<file path="src/rtl/snake_pkg.sv">
// Shared types for the snake body engine: direction codes, colours, FSM states.
package snake_pkg;

    typedef enum logic [1:0] {
        DIR_RIGHT = 2'd0,
        DIR_LEFT  = 2'd1,
        DIR_UP    = 2'd2,
        DIR_DOWN  = 2'd3
    } dir_e;

    localparam logic [2:0] GREEN = 3'b010;
    localparam logic [2:0] BLACK = 3'b000;

    typedef enum logic [2:0] {
        IDLE,
        INIT,
        RUN_WAIT,
        CALC,
        SCAN,
        ERASE,
        DRAW,
        DEAD
    } state_e;

    // Opposite directions differ only in bit 0.
    function automatic dir_e reverse_of(input dir_e d);
        return dir_e'({d[1], ~d[0]});
    endfunction

endpackage

</file>
<file path="src/rtl/segment_ram.sv">
// Circular body buffer: push writes at head_ptr, pop retires tail_ptr, async read.
module segment_ram #(
    parameter  int unsigned MAX_LEN = 64,
    parameter  int unsigned DW      = 12,
    localparam int unsigned PW      = $clog2(MAX_LEN)
) (
    input  logic          clk,
    input  logic          reset,
    input  logic          push,
    input  logic [DW-1:0] push_data,
    input  logic          pop,
    input  logic [PW-1:0] rd_addr,
    output logic [DW-1:0] rd_data,
    output logic [PW-1:0] head_ptr,
    output logic [PW-1:0] tail_ptr
);

    logic [DW-1:0] mem [MAX_LEN];

    always_ff @(posedge clk) begin
        if (push) begin
            mem[head_ptr] <= push_data;
        end
    end

    // Pointers wrap naturally because MAX_LEN is a power of two.
    always_ff @(posedge clk) begin
        if (reset) begin
            head_ptr <= '0;
            tail_ptr <= '0;
        end else begin
            if (push) head_ptr <= head_ptr + PW'(1);
            if (pop)  tail_ptr <= tail_ptr + PW'(1);
        end
    end

    assign rd_data = mem[rd_addr];

endmodule

</file>
<file path="src/rtl/snake_body_engine.sv">
// Multi-segment snake: steps one cell per tick, grows on food, detects collisions,
// and streams head-draw / tail-erase pixels to the VGA adapter.
module snake_body_engine
    import snake_pkg::*;
#(
    parameter  int unsigned GRID_W   = 40,
    parameter  int unsigned GRID_H   = 30,
    parameter  int unsigned CELL_PX  = 4,
    parameter  int unsigned MAX_LEN  = 64,
    parameter  int unsigned INIT_LEN = 3,
    parameter  int unsigned CW       = 6,
    parameter  int unsigned PXW      = 8,
    localparam int unsigned LW       = $clog2(MAX_LEN) + 1
) (
    input  logic           clk,
    input  logic           reset,
    input  logic           start,
    input  logic           tick,
    input  logic           dir_valid,
    input  logic [1:0]     dir_req,
    input  logic [CW-1:0]  food_x,
    input  logic [CW-1:0]  food_y,
    output logic           food_eaten,
    output logic [PXW-1:0] pix_x,
    output logic [PXW-1:0] pix_y,
    output logic [2:0]     colour,
    output logic           plot,
    output logic           busy,
    output logic           game_over,
    output logic [LW-1:0]  length
);

    localparam int unsigned PW      = $clog2(MAX_LEN);
    localparam int unsigned DW      = 2 * CW;
    localparam int unsigned XW      = CW + 1;
    localparam int unsigned CPB     = $clog2(CELL_PX);
    localparam int unsigned OFFW    = 2 * CPB;
    localparam int unsigned INIT_X0 = GRID_W / 2 - INIT_LEN + 1;
    localparam int unsigned MID_Y   = GRID_H / 2;

    state_e          state, state_n;
    dir_e            dir, dir_n, pend_dir, pend_n, step_dir;
    logic [CW-1:0]   nx, nx_n, ny, ny_n, head_x, hx_n, head_y, hy_n;
    logic            grow, grow_n, food_hit, hit_n, wipe, wipe_n;
    logic [LW-1:0]   cnt, cnt_n, scan_len, scan_n_n, length_n;
    logic [OFFW-1:0] off, off_n;
    logic            plot_n, food_n, busy_n, go_n, begin_init;
    logic [2:0]      colour_n;
    logic [PXW-1:0]  pix_x_n, pix_y_n;
    logic [CW-1:0]   cell_x, cell_y;
    logic [XW-1:0]   nx_w, ny_w;
    logic            off_grid, on_food, grow_c, off_last;

    logic            push, pop;
    logic [DW-1:0]   push_data, rd_data;
    logic [PW-1:0]   rd_addr, head_ptr, tail_ptr;

    segment_ram #(.MAX_LEN(MAX_LEN), .DW(DW)) u_ram (
        .clk       (clk),
        .reset     (reset),
        .push      (push),
        .push_data (push_data),
        .pop       (pop),
        .rd_addr   (rd_addr),
        .rd_data   (rd_data),
        .head_ptr  (head_ptr),
        .tail_ptr  (tail_ptr)
    );

    assign step_dir  = (pend_dir == reverse_of(dir)) ? dir : pend_dir;
    assign push_data = {cell_x, cell_y};
    assign off_last  = &off;

    // Next head with one extra bit so an underflow past 0 lands out of range.
    always_comb begin
        nx_w = {1'b0, head_x};
        ny_w = {1'b0, head_y};
        case (step_dir)
            DIR_RIGHT: nx_w = {1'b0, head_x} + XW'(1);
            DIR_LEFT:  nx_w = {1'b0, head_x} - XW'(1);
            DIR_UP:    ny_w = {1'b0, head_y} - XW'(1);
            DIR_DOWN:  ny_w = {1'b0, head_y} + XW'(1);
        endcase
    end

    assign off_grid = (nx_w >= XW'(GRID_W)) || (ny_w >= XW'(GRID_H));
    assign on_food  = (nx_w[CW-1:0] == food_x) && (ny_w[CW-1:0] == food_y);
    assign grow_c   = on_food && (length < LW'(MAX_LEN));

    always_ff @(posedge clk) begin
        if (reset) begin
            state      <= IDLE;
            dir        <= DIR_RIGHT;
            pend_dir   <= DIR_RIGHT;
            nx         <= '0;
            ny         <= '0;
            head_x     <= '0;
            head_y     <= '0;
            grow       <= 1'b0;
            food_hit   <= 1'b0;
            wipe       <= 1'b0;
            cnt        <= '0;
            scan_len   <= '0;
            off        <= '0;
            length     <= '0;
            food_eaten <= 1'b0;
            pix_x      <= '0;
            pix_y      <= '0;
            colour     <= '0;
            plot       <= 1'b0;
            busy       <= 1'b0;
            game_over  <= 1'b0;
        end else begin
            state      <= state_n;
            dir        <= dir_n;
            pend_dir   <= pend_n;
            nx         <= nx_n;
            ny         <= ny_n;
            head_x     <= hx_n;
            head_y     <= hy_n;
            grow       <= grow_n;
            food_hit   <= hit_n;
            wipe       <= wipe_n;
            cnt        <= cnt_n;
            scan_len   <= scan_n_n;
            off        <= off_n;
            length     <= length_n;
            food_eaten <= food_n;
            pix_x      <= pix_x_n;
            pix_y      <= pix_y_n;
            colour     <= colour_n;
            plot       <= plot_n;
            busy       <= busy_n;
            game_over  <= go_n;
        end
    end

    always_comb begin
        state_n    = state;
        dir_n      = dir;
        pend_n     = dir_valid ? dir_e'(dir_req) : pend_dir;
        nx_n       = nx;
        ny_n       = ny;
        hx_n       = head_x;
        hy_n       = head_y;
        grow_n     = grow;
        hit_n      = food_hit;
        wipe_n     = wipe;
        cnt_n      = cnt;
        scan_n_n   = scan_len;
        off_n      = off;
        length_n   = length;
        cell_x     = nx;
        cell_y     = ny;
        colour_n   = GREEN;
        plot_n     = 1'b0;
        food_n     = 1'b0;
        push       = 1'b0;
        pop        = 1'b0;
        begin_init = 1'b0;
        rd_addr    = head_ptr - PW'(1) - PW'(cnt);

        case (state)
            IDLE: begin
                if (start) begin_init = 1'b1;
            end
            INIT: begin
                cell_x = CW'(INIT_X0) + CW'(cnt);
                cell_y = CW'(MID_Y);
                plot_n = 1'b1;
                off_n  = off + OFFW'(1);
                if (off_last) begin
                    push     = 1'b1;
                    hx_n     = cell_x;
                    hy_n     = cell_y;
                    length_n = length + LW'(1);
                    cnt_n    = cnt + LW'(1);
                    if (cnt == LW'(INIT_LEN - 1)) state_n = RUN_WAIT;
                end
            end
            RUN_WAIT: begin
                if (tick) state_n = CALC;
            end
            CALC: begin
                dir_n    = step_dir;
                nx_n     = nx_w[CW-1:0];
                ny_n     = ny_w[CW-1:0];
                hit_n    = on_food;
                grow_n   = grow_c;
                cnt_n    = '0;
                off_n    = '0;
                // The tail vacates its cell on a plain move, so it is not scanned.
                scan_n_n = grow_c ? length : length - LW'(1);
                if (off_grid)              state_n = DEAD;
                else if (scan_n_n == '0)   state_n = grow_c ? DRAW : ERASE;
                else                       state_n = SCAN;
            end
            SCAN: begin
                if (rd_data == {nx, ny})                 state_n = DEAD;
                else if (cnt == scan_len - LW'(1))       state_n = grow ? DRAW : ERASE;
                else                                     cnt_n   = cnt + LW'(1);
            end
            ERASE: begin
                rd_addr  = tail_ptr;
                cell_x   = rd_data[DW-1:CW];
                cell_y   = rd_data[CW-1:0];
                colour_n = BLACK;
                plot_n   = 1'b1;
                off_n    = off + OFFW'(1);
                if (off_last) begin
                    pop = 1'b1;
                    if (!wipe) begin
                        state_n = DRAW;
                    end else begin
                        length_n = length - LW'(1);
                        if (length == LW'(1)) begin
                            wipe_n     = 1'b0;
                            begin_init = 1'b1;
                        end
                    end
                end
            end
            DRAW: begin
                plot_n = 1'b1;
                off_n  = off + OFFW'(1);
                food_n = food_hit && (off == '0);
                if (off_last) begin
                    push    = 1'b1;
                    hx_n    = nx;
                    hy_n    = ny;
                    state_n = RUN_WAIT;
                    if (grow) length_n = length + LW'(1);
                end
            end
            DEAD: begin
                if (start) begin
                    if (length == '0) begin
                        begin_init = 1'b1;
                    end else begin
                        wipe_n  = 1'b1;
                        off_n   = '0;
                        state_n = ERASE;
                    end
                end
            end
            default: state_n = IDLE;
        endcase

        // A fresh snake always lies horizontally facing right.
        if (begin_init) begin
            state_n = INIT;
            cnt_n   = '0;
            off_n   = '0;
            dir_n   = DIR_RIGHT;
            if (!dir_valid) pend_n = DIR_RIGHT;
        end

        pix_x_n = PXW'({cell_x, off[CPB-1:0]});
        pix_y_n = PXW'({cell_y, off[OFFW-1:CPB]});
        busy_n  = !(state_n inside {IDLE, RUN_WAIT, DEAD});
        go_n    = (state_n == DEAD);
    end

endmodule

</file>
<file path="config.mk">
export PLATFORM = sky130hd
export DESIGN_NAME = snake_body_engine
export DESIGN_NICKNAME = d
export VERILOG_FILES = /design/src/rtl/snake_pkg.sv /design/src/rtl/segment_ram.sv /design/src/rtl/snake_body_engine.sv
export SDC_FILE = /design/constraint.sdc
export NUM_CORES = 1
export LEC_CHECK = 0
export BUFFER_PORTS_ARGS = -buffer_cell sky130_fd_sc_hd__buf_2
export CORE_MARGIN = 8
export CORE_UTILIZATION = 56
export CTS_BUF_LIST = sky130_fd_sc_hd__clkbuf_8 sky130_fd_sc_hd__clkbuf_16
export CTS_CLUSTER_DIAMETER = 40
export DETAILED_ROUTE_END_ITERATION = 7
export GPL_TIMING_DRIVEN = 0
export PLACE_DENSITY = 0.75
export SLEW_MARGIN = 20
export SYNTH_ARGS = -nofsm -noshare
export SYNTH_HDL_FRONTEND = slang
export SYNTH_SLANG_ARGS = --single-unit
</file>
<file path="constraint.sdc">
create_clock -name clk -period 9.01 [get_ports clk]
set_input_delay 0 -clock clk [delete_from_list [all_inputs] [get_ports clk]]
set_output_delay 0 -clock clk [all_outputs]
set_load 0.05 [all_outputs]
</file>
==> impl_results.md <==
- Synth Register Bits: 860
- Number of nets in the layout: 3,277
- Clk Latency, worst-skew pair: 710 ps
- DR DRC count: 1
- Num ports: 49
- Post-route clock period utilization: 84.0%
- Crit Path Max Fanout: 10
- Ys async rst share: 0%
- Chip width: 278 µm
- Synthesized cell area: 38,600 µm²
- CTS Sinks: 860
- Max clock buf depth: 3
- Layout Utilization: 66.5%
- # port buffers: 46
- Fill cell count: 4,905
- Clock Pin Slew Worst Setup and Hold Paths: 60 ps
- Max-Cap Viols: 0
- GRT Util Overall: 41.2%
- Worst Max-Slew Pin Slew: 1300 ps
- CTS tree: built
- DR vias: 30,200
- VDD IR-drop max: 196 µV
- Largest cells by area after synthesis: edfxtp_1 60%, dfxtp_1 4.8%, nand2_1 4.3%, mux2i_1 4.1%, mux4_2 3.4%
- Worst Setup Start Kind: register
- # rows: 96
- Post-DP Area: 41,400 µm²
- DR vias/cell: 7.16
- Endpoints failing setup: 0
- Final GP Congestion: 0.991
- Final Critical Period: 7560 ps
- Post-CTS Hold Buffers: 8
- Yosys warns: 0
- CTS root buf: clkbuf_16
- Post-synthesis sequential area ratio: 64.6%
- CP arrival: 8140 ps
- P per Cell Area: 202 nW/µm²
- Critical Path End Type: register
- Count of cell types in the netlist: 93
- Iteration count of the initial detailed-routing pass: 8
- Wire length per cell: 38.8 µm
- Top-area cell type share of the netlist area: 59.8%
- Initial Util: 56.4%
- Main synth FF type: edfxtp_1
- Total Die Area: 77,500 µm²
- Area delta synth->final: 17.8%
- CTS Buf Count: 116
- Hold/Removal Path Class: primary input to register
- Avg Inst Size Synth: 12.9 µm²
- Post-route cell area: 45,400 µm²
- Unrepaired setup endpoints after global routing: false
- DRT iter0 DRCs: 4,991
- First-pass GRT wire length: 223 mm
- Post-DRT Antenna Nets: 0
- Fmax: 0.132 GHz
- Status: complete, but fails checks
- Worst endpoint required time: 9580 ps
- FF/Latch Area: 24,900 µm²
- Relative slew slack: 13.6%
- Most frequent cell after synthesis: edfxtp_1
- CTS H-tree depth: 3
- Setup repair bufs after CTS: 0
- Core ar.: 68,300 µm²
- Fraction of layout cells with a size suffix above 1: 18.7%
- Die Height: 278 µm
- Initial antenna violation count: 6
- Multi-input logic area: 12,800 µm²
- HPWL after detailed placement: 113 mm
- GR Overflow Total: 0
- Slew Viols, Final: 0
- Failing checks: DRC
- Syn Inst Count: 2,986
- Synth cell count leaders: 768 x edfxtp_1, 444 x nand2_1, 183 x nor2_1, 158 x mux2i_1, 146 x nand3_1
- Final WL: 163 mm
- Top cell type by total area after synthesis: edfxtp_1
- Post-CTS Resized: 0
- Final Hold Fails: 0
- Vias in the first global route: 28,700
- Leakage power: 0.0159 µW
- Largest net degree at the start of global routing: 65
- Post-synth EDFFs: 768
- Worst Skew: 58.8 ps
- WS Path Type: register to register
## layout make-up
class / count / area share (%)
Sequential cell: 860 / 54.8
Clock buffer: 117 / 6.44
Antenna cell: 1 / 0.00551
Tap cell: 882 / 2.43
Clock inverter: 103 / 2.32
Inverter: 54 / 0.446
Timing Repair Buffer: 121 / 3.14
Multi-Input combinational cell: 1864 / 28.2
Buffer: 209 / 2.23
## logic make-up after synthesis
family | count (synthesis) | synth area share [%]
simple gates | 971 | 11.3
flops | 860 | 64.6
compound gates | 557 | 10.3
buf+inv | 263 | 3.11
mux | 234 | 8.04
xor+xnor | 68 | 1.54
fa+ha+maj | 32 | 1.10
other cells | 1 | 0.00973
## worst max-delay path, cell delays in order (launching register included)
cell       delay [ps]
dfxtp_1           410
inv_1             210
ha_1              250
inv_1              80
fa_1              480
buf_2             270
a21o_1            360
buf_4             270
buf_4             270
clkbuf_1          960
nand3_1           160
a32o_1            380
o311ai_1          840
o211ai_1          540
xnor2_1           340
o2111ai_2         230
nor4_1            880
nor3_1            200
o31a_1            280
## power breakdown
part | switching (µW) | internal, µW
logic | 111 | 42.7
registers | 1.62 | 4330
clock network | 1920 | 2760
## per-layer routing
layer  vias up  global-route usage, %  wire (µm)
met5         -                      0         41
met4         6                   31.2      15600
met3       726                   12.6      22900
met2      2814                   61.6      70500
met1     14800                   50.1      54400
li1      11900                      -          -
## placed cells by master (no fill, tap or decap), drive strengths merged, types with 7 or more instances in the layout
master / n
buf: 253
a32oi: 15
nand3b: 10
mux2: 17
o211ai: 19
nor2b: 48
bufinv: 12
inv: 80
a31oi: 20
a22oi: 34
ha: 29
clkbuf: 186
a21o: 10
dfxtp: 92
o21ai: 64
nand3: 146
nor2: 184
a2111oi: 9
nand2: 445
dlygate4sd3: 8
nand2b: 9
a221oi: 24
a311oi: 11
xnor2: 43
nand4: 20
clkinv: 42
mux2i: 158
nor4: 20
or3: 14
clkinvlp: 23
xor2: 25
o221ai: 7
and3: 17
a32o: 11
nor3: 29
mux4: 59
a21oi: 145
edfxtp: 768
a211oi: 115
## state kept, by name (all words and copies together) (netlist names), 2 cells and up
name            count
dir                 2
state               3
length              7
cnt                 7
pix_x               8
scan_len            7
nx                  6
u_ram.tail_ptr      6
pend_dir            2
u_ram.mem         768
pix_y               8
ny                  6
head_y              6
u_ram.head_ptr      6
off                 4
head_x              6
## final timing paths
path	start	to	slack [ps]	cells past startpoint
worst max-delay path	cnt[0]	busy	1450	18
worst min-delay path	food_y[3]	food_hit	110	6
worst max register to register	cnt[0]	busy	1450	18
worst min register to register	food_hit	food_hit	480	2
## through the flow
stage	cells	TNS [ps]	hold slack, ps	total power (µW)	worst slack [ps]
2_1_floorplan	2987	0	139	4480	2720
3_3_place_gp	3915	-1692980	236	4540	-4410
3_5_place_dp	3982	0	254	4560	1790
4_1_cts	4210	0	82.4	9120	1750
5_1_grt	4210	0	120	9280	1660
6_report	4211	0	108	9160	1450
(Power assumes the default switching activity.)
